**src/rtl/cache_controller.sv**
```systemverilog
// rtl/cache_controller.sv - 2-way, 8-set read cache controller with 8-beat block refill
//
// Ports:
//   clk, rst_n            clock, asynchronous active-low reset
//   cpu_valid, cpu_addr   read request in; accepted only while cpu_ready
//   cpu_ready             high only while idle
//   cpu_done, cpu_hit     one-cycle completion pulse, hit qualifier
//   mem_req, mem_addr     one-cycle refill request, block-aligned refill address
//   mem_rvalid, mem_rdata refill beats (8 x 32 bits)
//   index, write, WF      way array set index, one-hot write strobe, one-hot output select
//   inblock               assembled refill block
module cache_controller #(
  parameter int ADDR_W = 32
) (
  input  logic              clk,
  input  logic              rst_n,
  input  logic              cpu_valid,
  input  logic [ADDR_W-1:0] cpu_addr,
  output logic              cpu_ready,
  output logic              cpu_done,
  output logic              cpu_hit,
  output logic              mem_req,
  output logic [ADDR_W-1:0] mem_addr,
  input  logic              mem_rvalid,
  input  logic [31:0]       mem_rdata,
  output logic [2:0]        index,
  output logic [1:0]        write,
  output logic [1:0]        WF,
  output logic [255:0]      inblock
);
  localparam int TAG_W = ADDR_W - 8;

  typedef enum logic [2:0] {IDLE, LOOKUP, REFILL, FILL, RESPOND} state_t;

  state_t                        state_q, state_d;
  logic [TAG_W-1:0]              req_tag_q, req_tag_d;
  logic [2:0]                    set_q, set_d;
  logic [1:0][7:0][TAG_W-1:0]    tag_q, tag_d;
  logic [1:0][7:0]               valid_q, valid_d;
  logic [7:0]                    lru_q, lru_d;       // per set: the least recently used way
  logic [2:0]                    beat_q, beat_d;
  logic                          victim_q, victim_d;
  logic                          cpu_ready_q, cpu_ready_d;
  logic                          cpu_done_q, cpu_done_d;
  logic                          cpu_hit_q, cpu_hit_d;
  logic                          mem_req_q, mem_req_d;
  logic [ADDR_W-1:0]             mem_addr_q, mem_addr_d;
  logic [1:0]                    write_q, write_d;
  logic [1:0]                    wf_q, wf_d;
  logic [255:0]                  inblock_q, inblock_d;

  logic hit0, hit1;
  logic unused_offset;

  // Byte offset never matters: only whole blocks are handled here.
  assign unused_offset = ^cpu_addr[4:0];

  assign hit0 = valid_q[0][set_q] && (tag_q[0][set_q] == req_tag_q);
  assign hit1 = valid_q[1][set_q] && (tag_q[1][set_q] == req_tag_q);

  function automatic logic [1:0] onehot(input logic w);
    return w ? 2'b10 : 2'b01;
  endfunction

  always_comb begin
    state_d    = state_q;
    req_tag_d  = req_tag_q;
    set_d      = set_q;
    tag_d      = tag_q;
    valid_d    = valid_q;
    lru_d      = lru_q;
    beat_d     = beat_q;
    victim_d   = victim_q;
    mem_addr_d = mem_addr_q;
    inblock_d  = inblock_q;
    cpu_done_d = 1'b0;
    cpu_hit_d  = 1'b0;
    mem_req_d  = 1'b0;
    write_d    = 2'b00;
    wf_d       = 2'b00;

    case (state_q)
      IDLE: begin
        if (cpu_valid && cpu_ready_q) begin
          req_tag_d = cpu_addr[ADDR_W-1:8];
          set_d     = cpu_addr[7:5];
          state_d   = LOOKUP;
        end
      end
      LOOKUP: begin
        if (hit0 || hit1) begin
          // Way 0 wins if both match; installs only happen on a miss so this cannot occur.
          cpu_done_d   = 1'b1;
          cpu_hit_d    = 1'b1;
          wf_d         = onehot(!hit0);
          lru_d[set_q] = hit0;
          state_d      = IDLE;
        end else begin
          if (!valid_q[0][set_q])      victim_d = 1'b0;
          else if (!valid_q[1][set_q]) victim_d = 1'b1;
          else                         victim_d = lru_q[set_q];
          mem_req_d  = 1'b1;
          mem_addr_d = {req_tag_q, set_q, 5'b0};
          beat_d     = 3'd0;
          state_d    = REFILL;
        end
      end
      REFILL: begin
        if (mem_rvalid) begin
          inblock_d[{beat_q, 5'b0} +: 32] = mem_rdata;
          beat_d = beat_q + 3'd1;
          if (beat_q == 3'd7) begin
            write_d = onehot(victim_q);   // registered, so the strobe lands in the FILL cycle
            state_d = FILL;
          end
        end
      end
      FILL: begin
        tag_d[victim_q][set_q]   = req_tag_q;
        valid_d[victim_q][set_q] = 1'b1;
        lru_d[set_q]             = !victim_q;
        cpu_done_d               = 1'b1;
        wf_d                     = onehot(victim_q);
        state_d                  = RESPOND;
      end
      RESPOND: state_d = IDLE;
      default: state_d = IDLE;
    endcase

    cpu_ready_d = (state_d == IDLE);
  end

  always_ff @(posedge clk or negedge rst_n) begin
    if (!rst_n) begin
      state_q     <= IDLE;
      req_tag_q   <= '0;
      set_q       <= '0;
      tag_q       <= '0;
      valid_q     <= '0;
      lru_q       <= '0;
      beat_q      <= '0;
      victim_q    <= 1'b0;
      cpu_ready_q <= 1'b1;
      cpu_done_q  <= 1'b0;
      cpu_hit_q   <= 1'b0;
      mem_req_q   <= 1'b0;
      mem_addr_q  <= '0;
      write_q     <= '0;
      wf_q        <= '0;
      inblock_q   <= '0;
    end else begin
      state_q     <= state_d;
      req_tag_q   <= req_tag_d;
      set_q       <= set_d;
      tag_q       <= tag_d;
      valid_q     <= valid_d;
      lru_q       <= lru_d;
      beat_q      <= beat_d;
      victim_q    <= victim_d;
      cpu_ready_q <= cpu_ready_d;
      cpu_done_q  <= cpu_done_d;
      cpu_hit_q   <= cpu_hit_d;
      mem_req_q   <= mem_req_d;
      mem_addr_q  <= mem_addr_d;
      write_q     <= write_d;
      wf_q        <= wf_d;
      inblock_q   <= inblock_d;
    end
  end

  assign cpu_ready = cpu_ready_q;
  assign cpu_done  = cpu_done_q;
  assign cpu_hit   = cpu_hit_q;
  assign mem_req   = mem_req_q;
  assign mem_addr  = mem_addr_q;
  assign index     = set_q;
  assign write     = write_q;
  assign WF        = wf_q;
  assign inblock   = inblock_q;
endmodule

```
**config.mk**
```make
export PLATFORM = sky130hd
export DESIGN_NAME = cache_controller
export DESIGN_NICKNAME = d
export VERILOG_FILES = /design/src/rtl/cache_controller.sv
export SDC_FILE = /design/constraint.sdc
export NUM_CORES = 1
export LEC_CHECK = 0
export ABC_AREA = 1
export BUFFER_PORTS_ARGS = -buffer_cell sky130_fd_sc_hd__buf_2
export CAP_MARGIN = 20
export CORE_MARGIN = 3
export CORE_UTILIZATION = 35
export CTS_CLUSTER_SIZE = 12
export DETAILED_ROUTE_END_ITERATION = 16
export PLACE_DENSITY = 0.54
export SYNTH_ARGS = -nofsm -noshare
export SYNTH_HDL_FRONTEND = slang
export SYNTH_SLANG_ARGS = --single-unit
```
**constraint.sdc**
```tcl
create_clock -name clk -period 2.4 [get_ports clk]
set_input_delay 0.36 -clock clk [delete_from_list [all_inputs] [get_ports clk]]
set_output_delay 0.36 -clock clk [all_outputs]
set_load 0.02 [all_outputs]
```
==> impl_metrics.toml, run 1 <==
[run_status]
status = "complete, but fails checks"
violations = "setup timing"

[grt]
grt_start_max_net_pins = 113
gr-total-overflow = 0
use_met2_pct = 37.90
grt_antenna_before_repair = 6
grtUsageMet3_pct = 5.268
busiest_layer = "met2"
first_global_vias = 27360
use_met1_pct = 31.11
grt_pass1_wl_mm = 171.6
grtUsageTotal_pct = 23.47

[logic_synthesis]
yosysSeqAreaShare_pct = 56.73
synthSimpleGateAreaFrac_pct = 22.09
syn-instance-count = 3965
synth-compound-area-share_pct = 13.17
synthAdderAreaFrac_pct = 0.2708
synth-xor-area-share_pct = 0.1083
async_flop_share_pct = 100.0
syn-mean-instance-area_um2 = 8.156
synth_edf_count = 0
synth_top_family_by_area = "simple AND/OR/NAND/NOR gates"
synth_flop_cell = "dfrtp_1"
muxShareOfSynthArea_pct = 0
synth-seq-cells = 733
yosysWarnings = 0
syn-cell-area_mm2 = 0.03234
synth_cell_type_count = 40

[worst_setup_path]
endpoint = "mem_addr[19]"
cp_max_fo = 26
timing.reg2reg.setup_slack_ns = -0.42
reg2regPathDepth = 16
critPathLaunch = "index[0]"
endpoint_kind = "flip-flop"
required_ns = 2.93
path_class = "flip-flop to flip-flop"
rr_endpoint = "mem_addr[19]"
r2r-start = "index[0]"
start_kind = "flip-flop"
arrival_ns = 3.35

[routing]
vias_per_cell = 4.980
drt_pre_antenna_iters = 6
wire_per_inst_um = 20.56
route.vias.total = 28270
ant_nets = 0
drc_errors = 0
drt_iter0_drc = 2438
wirelength_mm = 116.7

[timing]
worst_pin_slew_ns = 0.7009
drv_slew = 0
setup-tns-final_ns = -16.65
period_minus_slack_ns = 2.819
fmax_ghz = 0.3547
fin_worst_skew_ns = 0.03380
fin_crit_sh_pct = 117.5
rsz0062_at_grt = "yes"
setup_slack_ns = -0.4190
finalSetupViolations = 45
hold_violations = 0
slew_headroom_pct = 53.27

[power_and_ir_drop]
p_leak_nw = 20.86
ir_worst_vdd_v = 0.0007000
powerDensity_mw_per_mm2 = 1291

[clock_network]
cts_buffer_depth = 3
htreeDepth = 3
clockRootBuffer = "clkbuf_16"
clkTransAtPathRegs_ns = 0.06
tritoncts = "done"
cts-buffers-inserted = 83
clock_latency_ns = 0.66
cts.sinks = 733

[floorplanning]
dieArea_mm2 = 0.09608
dieHeight_um = 310.0
num_rows = 110
core_area_mm2 = 0.09084
initial_core_util_pct = 35.60
io_pins = 367
die_x_um = 310.0

[final_layout]
area_delta_synth_final_pct = 27.34
drive_above_1_share_pct = 20.12
nets = 4509
final_util_pct = 45.33

[placed_design]
place_congestion = 0.8332
dp.final_hpwl_mm = 74.95
io_buffers = 356

[worst_hold_path]
worstHoldStart = "cpu_addr[9]"
hold_path_depth = 3
hold_class = "primary input to flip-flop"

[run]
maxCapViolCount = 0
## power by group
group | switching [mW] | internal, mW | leakage [nW]
sequential | 1.95 | 15.6 | 9.91
clock | 5.46 | 7.73 | 1.39
combinational | 14.2 | 8.15 | 9.56
## sequential cells by signal (all words and copies together), names as in the netlist, 2 cells and up
name / cells
write: 2
tag_q: 384
mem_addr: 27
state_q: 3
req_tag_q: 24
WF: 2
index: 3
lru_q: 8
valid_q: 16
beat_q: 3
inblock: 256
## timing repair
action,in CTS,in global routing
hold buffers,26,0
resized for setup,43,103
cloned,5,17
setup buffers,10,26
pin swaps,6,27
setup endpoints to repair,69,64
hold endpoints to repair,386,0
## synthesized netlist by cell type (all sizes together) (2+ instances only)
| master | number | area [um2] |
|---|---|---|
| a21oi | 39 | 195.2 |
| nand3 | 171 | 860.8 |
| a22oi | 2 | 15.01 |
| or2 | 34 | 212.7 |
| nand2 | 1289 | 4843 |
| nor2 | 244 | 959.7 |
| o21ai | 744 | 3724 |
| inv | 333 | 1250 |
| o211ai | 37 | 277.8 |
| nand3b | 7 | 52.55 |
| ha | 7 | 87.58 |
| nand4 | 10 | 62.56 |
| buf | 74 | 460.4 |
| clkbuf | 200 | 750.7 |
| xor2 | 4 | 35.03 |
| dfrtp | 732 | 18320 |
| nor3 | 28 | 145.1 |
## worst min-delay path by stage
stage | endpoint | slack, ns
after floorplan | WF[0] | 0.06
after global placement | tag_q[296] | 0.22
after detailed placement | tag_q[296] | 0.22
after CTS | req_tag_q[5] | 0.0008
after global routing | inblock[255] | 0.008
final | req_tag_q[1] | 0.02
## cells in the final DEF, fill, tap and decap left out, types with 5 or more instances in the layout
cell and count:
ha_1 6, nor3_1 20, nand2_2 42, clkbuf_16 96
nor2_2 28, buf_2 355, nor3_2 8, or2_2 18
nand3b_1 7, nor2_1 204, inv_1 326, clkbuf_8 20
o21ai_0 675, a21oi_1 38, nand2_1 1243, clkbuf_1 22
buf_6 12, nand3_1 153, nand4_1 10, buf_4 178
conb_1 5, nand3_2 16, clkinv_2 11, dfrtp_1 731
o211ai_1 37, bufinv_16 6, o21ai_2 7, inv_2 6
dlygate4sd3_1 26, nor2_4 11, buf_16 6, buf_12 59
o21ai_1 62, or2_1 13
## final cells by class
type                            instances  area [um2]
Antenna cell                            2       5.005
Clock buffer                          125        2435
Clock inverter                         24       394.1
Fill cell                            9001       49660
Inverter                              334        1280
Multi-Input combinational cell       2628       11970
Sequential cell                       733       18350
Tap cell                             1176        1471
Timing Repair Buffer                  654        5273
## critical path, cell delays in order, from the launching register on
cell	delay (ns)
dfrtp_4	0.44
buf_12	0.19
clkinv_16	0.11
buf_4	0.16
buf_12	0.16
o21ai_1	0.15
nand2_1	0.11
o21ai_2	0.23
nand2_1	0.09
nor2_2	0.12
nand3_2	0.11
nor2_4	0.13
nand2_4	0.08
nand3_4	0.19
buf_12	0.16
buf_8	0.16
o21ai_1	0.07
## routing by layer
| layer | up-vias | share of wire (%) |
|---|---|---|
| li1 | 13490 | - |
| met5 | - | 0.035 |
| met1 | 13680 | 44 |
| met4 | 6 | 3.6 |
| met3 | 199 | 6.6 |
| met2 | 898 | 46 |
## per-stage QoR
step	cells	power, mW	hold slack [ns]	cell area, um2	setup WS (ns)
2_1_floorplan	3969	29.04	0.06441	32350	0.04332
3_3_place_gp	5443	37.48	0.2246	36750	-0.4679
3_5_place_dp	5443	37.61	0.2205	36750	-0.4579
4_1_cts	5633	51.83	0.0008141	40220	-0.3441
5_1_grt	5675	56.58	0.008018	41180	-0.5620
6_report	5676	53.14	0.02216	41180	-0.4190
## cells by family (layout without fill, tap and decap cells)
kind of cell             Yosys count  count (layout)
AND/OR/NAND/NOR                 1784            1784
other                              1               7
buffers and inverters            608            1137
adder cells (fa/ha/maj)            7               7
XOR/XNOR                           4               4
flip-flops                       733             733
AO/OA/AOI/OAI                    828             828
Note: power is estimated with default switching activity, not from simulation.
==> run 2: changes to the inputs <==
==> constraint.sdc (replaced) <==
create_clock -name clk -period 3.1 [get_ports clk]
set_input_delay 0.465 -clock clk [delete_from_list [all_inputs] [get_ports clk]]
set_output_delay 0.465 -clock clk [all_outputs]
set_load 0.02 [all_outputs]
==> run 2 against run 1 <==
Against the previous run:
- the run now ends clean
- first-iteration DRC count grew 5.3%
- die area is the same
- utilization is 2.9 points lower
- largest power group unchanged
- highest routed layer unchanged
- worst setup slack improved by 0.63 ns
==> impl_metrics.toml, run 2 (synthesis gave the netlist of run 1 again) <==
[run_status]
status = "completed"

[worst_setup_path]
start_kind = "flip-flop"
required_ns = 3.63
reg2regPathDepth = 16
arrival_ns = 3.42
path_class = "flip-flop to flip-flop"
cp_max_fo = 17
rr_endpoint = "lru_q[4]"
endpoint = "lru_q[4]"
endpoint_kind = "flip-flop"
timing.reg2reg.setup_slack_ns = 0.21
r2r-start = "index[0]"
critPathLaunch = "index[0]"

[grt]
grt_start_max_net_pins = 109
grtUsageTotal_pct = 22.38
first_global_vias = 25860
grt_antenna_before_repair = 5
grt_pass1_wl_mm = 163.7
gr-total-overflow = 0

[timing]
worst_pin_slew_ns = 0.7300
fin_worst_skew_ns = 0.03409
drv_slew = 0
setup-tns-final_ns = 0
timing.hold.ws_ns = 0.07233
slew_headroom_pct = 51.28
period_minus_slack_ns = 2.893
fin_crit_sh_pct = 93.32
fmax_ghz = 0.3457
setup_slack_ns = 0.2072
finalSetupViolations = 0
hold_violations = 0

[run]
maxCapViolCount = 0

[final_layout]
largest_reg_flops = 384
insertedDiodeCount = 0
nets = 4336
drive_above_1_share_pct = 15.70
num-fill-cells = 9189
final_cells = 5500
area_delta_synth_final_pct = 19.32
fin_area_mm2 = 0.03859
final_cell_mix = "nand2_1, dfrtp_1, o21ai_0"
top_register = "tag_q"
layout_commonest_cell = "nand2_1"
multi_input_area_mm2 = 0.01166
seqCellArea_mm2 = 0.01835

[floorplanning]
num_rows = 110
die_x_um = 310.0
dieHeight_um = 310.0
dieArea_mm2 = 0.09608
core_area_mm2 = 0.09084
io_pins = 367
initial_core_util_pct = 35.60

[clock_network]
cts-buffers-inserted = 82
clock_latency_ns = 0.65
clkTransAtPathRegs_ns = 0.06
cts.sinks = 733
cts_buffer_depth = 3
htreeDepth = 3
tritoncts = "done"
clockRootBuffer = "clkbuf_16"

[routing]
drc_errors = 0
vias_per_cell = 4.910
drt_iter0_drc = 2567
ant_nets = 0
wirelength_mm = 108.7
wire_per_inst_um = 19.75
route.vias.total = 27000
drt_pre_antenna_iters = 6

[power_and_ir_drop]
ir_worst_vdd_v = 0.0006963
p_leak_nw = 19.56
power_switching_mw = 15.48
internal_power_mw = 22.20
clkPwrFrac_pct = 25.8
switching_share_pct = 41.08
p_comb_share_pct = 38.2
power_frac_seq_pct = 36.0
powerDensity_mw_per_mm2 = 976.4

[placed_design]
pre_cts_ws_ns = -0.004987
dp_cells = 5346
dp.final_hpwl_mm = 70.49
place_area_mm2 = 0.03577
io_buffers = 356
place_congestion = 0.8282

[worst_hold_path]
hold_class = "primary input to flip-flop"
run 2: cell count changes in the layout (fill, tap and decap cells not counted), sizes merged:
cell	previous run	this run
buf	614	479
bufbuf	1	0
bufinv	6	2
clkbuf	138	127
clkinv	16	14
clkinvlp	0	1
diode	2	0
dlygate4sd3	26	1
inv	336	339
run 2: final cells by class:
type,instances,area share [%]
Clock inverter,22,0.6420
Inverter,334,3.269
Timing Repair Buffer,482,8.227
Clock buffer,125,6.281
Sequential cell,733,47.55
Multi-Input combinational cell,2628,30.22
Tap cell,1176,3.813
run 2: power by group through the flow:
stage / registers [mW] / logic (mW) / clock network [mW]
floorplan: 14.6 / 7.85 / 0
global placement: 13.6 / 14.3 / 0
detailed placement: 13.7 / 14.4 / 0
CTS: 13.6 / 14.4 / 9.94
global route: 13.9 / 16.1 / 10.3
finish: 13.6 / 14.4 / 9.70
run 2: per-stage QoR:
step	power (mW)	util, %
global placement	27.90	39.37
CTS	37.88	42.33
global route	40.35	42.48
detailed placement	28.00	39.37
finish	37.67	42.48
floorplan	22.48	-
run 2: worst min path at each step:
| stage | depth (start not counted) | slack (ns) | from | end |
|---|---|---|---|---|
| 4_1_cts | 3 | 0.04 | cpu_addr[16] | req_tag_q[8] |
| 5_1_grt | 3 | 0.07 | cpu_addr[14] | req_tag_q[6] |
| 6_report | 3 | 0.07 | cpu_addr[17] | req_tag_q[9] |
| 3_5_place_dp | 1 | 0.34 | rst_n | tag_q[176] |
| 3_3_place_gp | 1 | 0.35 | rst_n | tag_q[176] |
| 2_1_floorplan | 0 | 0.17 | rst_n | WF[0] |
run 2: what timing repair did:
action | CTS | global route
buffers inserted | 0 | 4
hold buffers | 1 | 0
hold endpoints to repair | 43 | 0
cloned | 0 | 2
gates resized for setup | 1 | 17
setup endpoints to repair | 13 | 44
run 2: worst max-delay path, stage by stage (launching register included):
cell and delay, ns:
dfrtp_4 0.56, buf_12 0.19, buf_4 0.20, or2_2 0.30, nand3_1 0.07, nand2_1 0.07
o21ai_1 0.20, nand2_1 0.07, nor2_1 0.15, nand3_1 0.12, nor2_2 0.16, nand2_2 0.10
nand3_4 0.16, buf_4 0.14, nand3_1 0.09, nand2_1 0.10, o21ai_1 0.07
run 2: layer usage:
metal	track usage [%]	routed length (um)	vias up
met1	30.16	47610	12930
li1	-	-	13140
met2	35.52	49740	741
met3	4.880	7023	185
met5	0	50	-
met4	8.272	4228	8
==> run 3: changes to the inputs <==
--- a/config.mk
+++ b/config.mk
@@ -6,7 +6,7 @@
 export NUM_CORES = 1
 export LEC_CHECK = 0
 export ABC_AREA = 1
-export BUFFER_PORTS_ARGS = -buffer_cell sky130_fd_sc_hd__buf_2
+export BUFFER_PORTS_ARGS = -buffer_cell sky130_fd_sc_hd__clkbuf_2
 export CAP_MARGIN = 20
 export CORE_MARGIN = 3
 export CORE_UTILIZATION = 35
==> run 3 against run 2 <==
Against the previous run:
- fmax is 3.0% lower
- highest routed layer unchanged
- die area unchanged
- worst setup slack got worse by 0.088 ns
- global-route usage about the same
- cell count is 0.29% higher
- sequential power about the same
- routed wire length rose by 0.96%
- first-iteration DRC count decreased by 10%
- final area rose by 0.87%
- sequential share of layout area is 0.41 points lower
- critical path depth up 4
==> impl_metrics.toml, run 3 (synthesis gave the netlist of run 1 again) <==
[worst_setup_path]
arrival_ns = 3.49
critPathBufInv = 5
path_class = "flip-flop to flip-flop"
endpoint_kind = "flip-flop"
worstPathCellList = "buf_12, buf_6, buf_12, or2_2, nand3_1, nand2_1, nor2_1, nand2_1, nand2_1, nand2_1, nor2_1, nand2_2, nor2_4, nand2_2, nand3_4, buf_4, clkbuf_16, nand3_1, nand2_1, o21ai_1"
cp_max_fo = 43
required_ns = 3.61
crit_path_max_incr_delay_ns = 0.49
crit_slowest_cell = "dfrtp_4"
start_kind = "flip-flop"
crit_family = "simple AND/OR/NAND/NOR gates"
cpMostUsedCell = "nand2_1"

[final_layout]
final_cell_mix = "nand2_1, dfrtp_1, o21ai_0"
nets = 4352
num-fill-cells = 9142
drive_above_1_share_pct = 16.22
seqCellArea_mm2 = 0.01835
multi_input_area_mm2 = 0.01168
top_register = "tag_q"
layout_commonest_cell = "nand2_1"
fin_area_mm2 = 0.03892
largest_reg_flops = 384
area_delta_synth_final_pct = 20.36

[routing]
wirelength_mm = 109.7
route.vias.total = 27020
vias_per_cell = 4.899
drc_errors = 0
drt_pre_antenna_iters = 5
drt_iter0_drc = 2309
wire_per_inst_um = 19.89
ant_nets = 0

[timing]
setup-tns-final_ns = 0
hold_violations = 0
fmax_ghz = 0.3355
fin_crit_sh_pct = 96.16
slew_headroom_pct = 49.92
setup_slack_ns = 0.1190
finalSetupViolations = 0
fin_worst_skew_ns = 0.02893
period_minus_slack_ns = 2.981
drv_slew = 0
worst_pin_slew_ns = 0.7503

[power_and_ir_drop]
p_leak_nw = 19.54
ir_worst_vdd_v = 0.0004433
powerDensity_mw_per_mm2 = 980.6

[clock_network]
tritoncts = "done"
htreeDepth = 3
cts.sinks = 733
clkTransAtPathRegs_ns = 0.06
cts_buffer_depth = 3
clock_latency_ns = 0.65
clockRootBuffer = "clkbuf_16"
cts-buffers-inserted = 80

[floorplanning]
dieHeight_um = 310.0
io_pins = 367
initial_core_util_pct = 35.60
dieArea_mm2 = 0.09608
num_rows = 110
core_area_mm2 = 0.09084
die_x_um = 310.0

[placed_design]
dp.final_hpwl_mm = 70.59
place_area_mm2 = 0.03574
io_buffers = 356
place_congestion = 0.8341
pre_cts_ws_ns = 0.1133

[grt]
grt_pass1_wl_mm = 164.0
grt_start_max_net_pins = 102
grtUsageTotal_pct = 22.37
grt_antenna_before_repair = 3
gr-total-overflow = 0
first_global_vias = 26190

[run]
maxCapViolCount = 0

[run_status]
status = "completed"

[worst_hold_path]
hold_class = "primary input to flip-flop"
[run 3: changes by cell type in the layout (fill, tap and decap cells not counted), sizes merged]
cell / before / now
diode: 0 / 1
clkinv: 14 / 13
bufinv: 2 / 0
buf: 479 / 133
clkbuf: 127 / 495
inv: 339 / 335
[run 3: what timing repair did]
action / in CTS / in global routing
setup endpoints to repair: 0 / 43
hold buffers: 1 / 0
gates resized for setup: 0 / 31
hold endpoints to repair: 31 / 0
setup buffers: 0 / 13
[run 3: stage by stage]
step / hold slack, ns / utilization [%] / std cells / power (mW)
floorplan: 0.1694 / - / 3969 / 22.48
global placement: 0.4296 / 39.35 / 5346 / 27.90
detailed placement: 0.4296 / 39.35 / 5346 / 28.04
CTS: 0.04541 / 42.28 / 5491 / 37.81
global route: 0.07379 / 42.84 / 5515 / 40.80
finish: 0.08552 / 42.85 / 5516 / 38.17
[run 3: worst min-delay path, stage by stage]
cell      delay (ns)
clkbuf_2        0.07
nor2_1          0.04
a21oi_1         0.10
[run 3: layer usage]
layer	wire, um	track usage [%]	vias to the layer above
li1	-	-	13170
met1	48310	30.20	12970
met2	50160	35.42	694
met3	6958	4.873	184
met4	4229	8.360	6
met5	41	0	-
[run 3: final timing paths]
check / from / endpoint / slack, ns / depth (start not counted)
max: index[0] / lru_q[1] / 0.12 / 20
min: cpu_addr[14] / req_tag_q[6] / 0.09 / 3
max reg2reg: index[0] / lru_q[1] / 0.12 / 20
min reg2reg: valid_q[14] / valid_q[14] / 0.45 / 2
max in group asynchronous: rst_n / inblock[101] / 1.72 / 3
min in group asynchronous: rst_n / tag_q[8] / 0.36 / 2
[run 3: area by class of cell]
type                    count  share of cell area, %
flip-flops and latches    733                  47.15
multi-input cells        2628                  30.02
repair buffers            500                  8.989
clock buffers             129                  6.471
well taps                1176                  3.781
inverters                 334                  3.247
clock inverters            15                 0.3440
diodes                      1               0.006430
[run 3: power by group]
part | internal [mW] | leakage (nW) | switching [mW]
registers | 12.1 | 9.91 | 1.46
clock network | 5.57 | 1.31 | 4.04
logic | 4.83 | 8.32 | 10.2
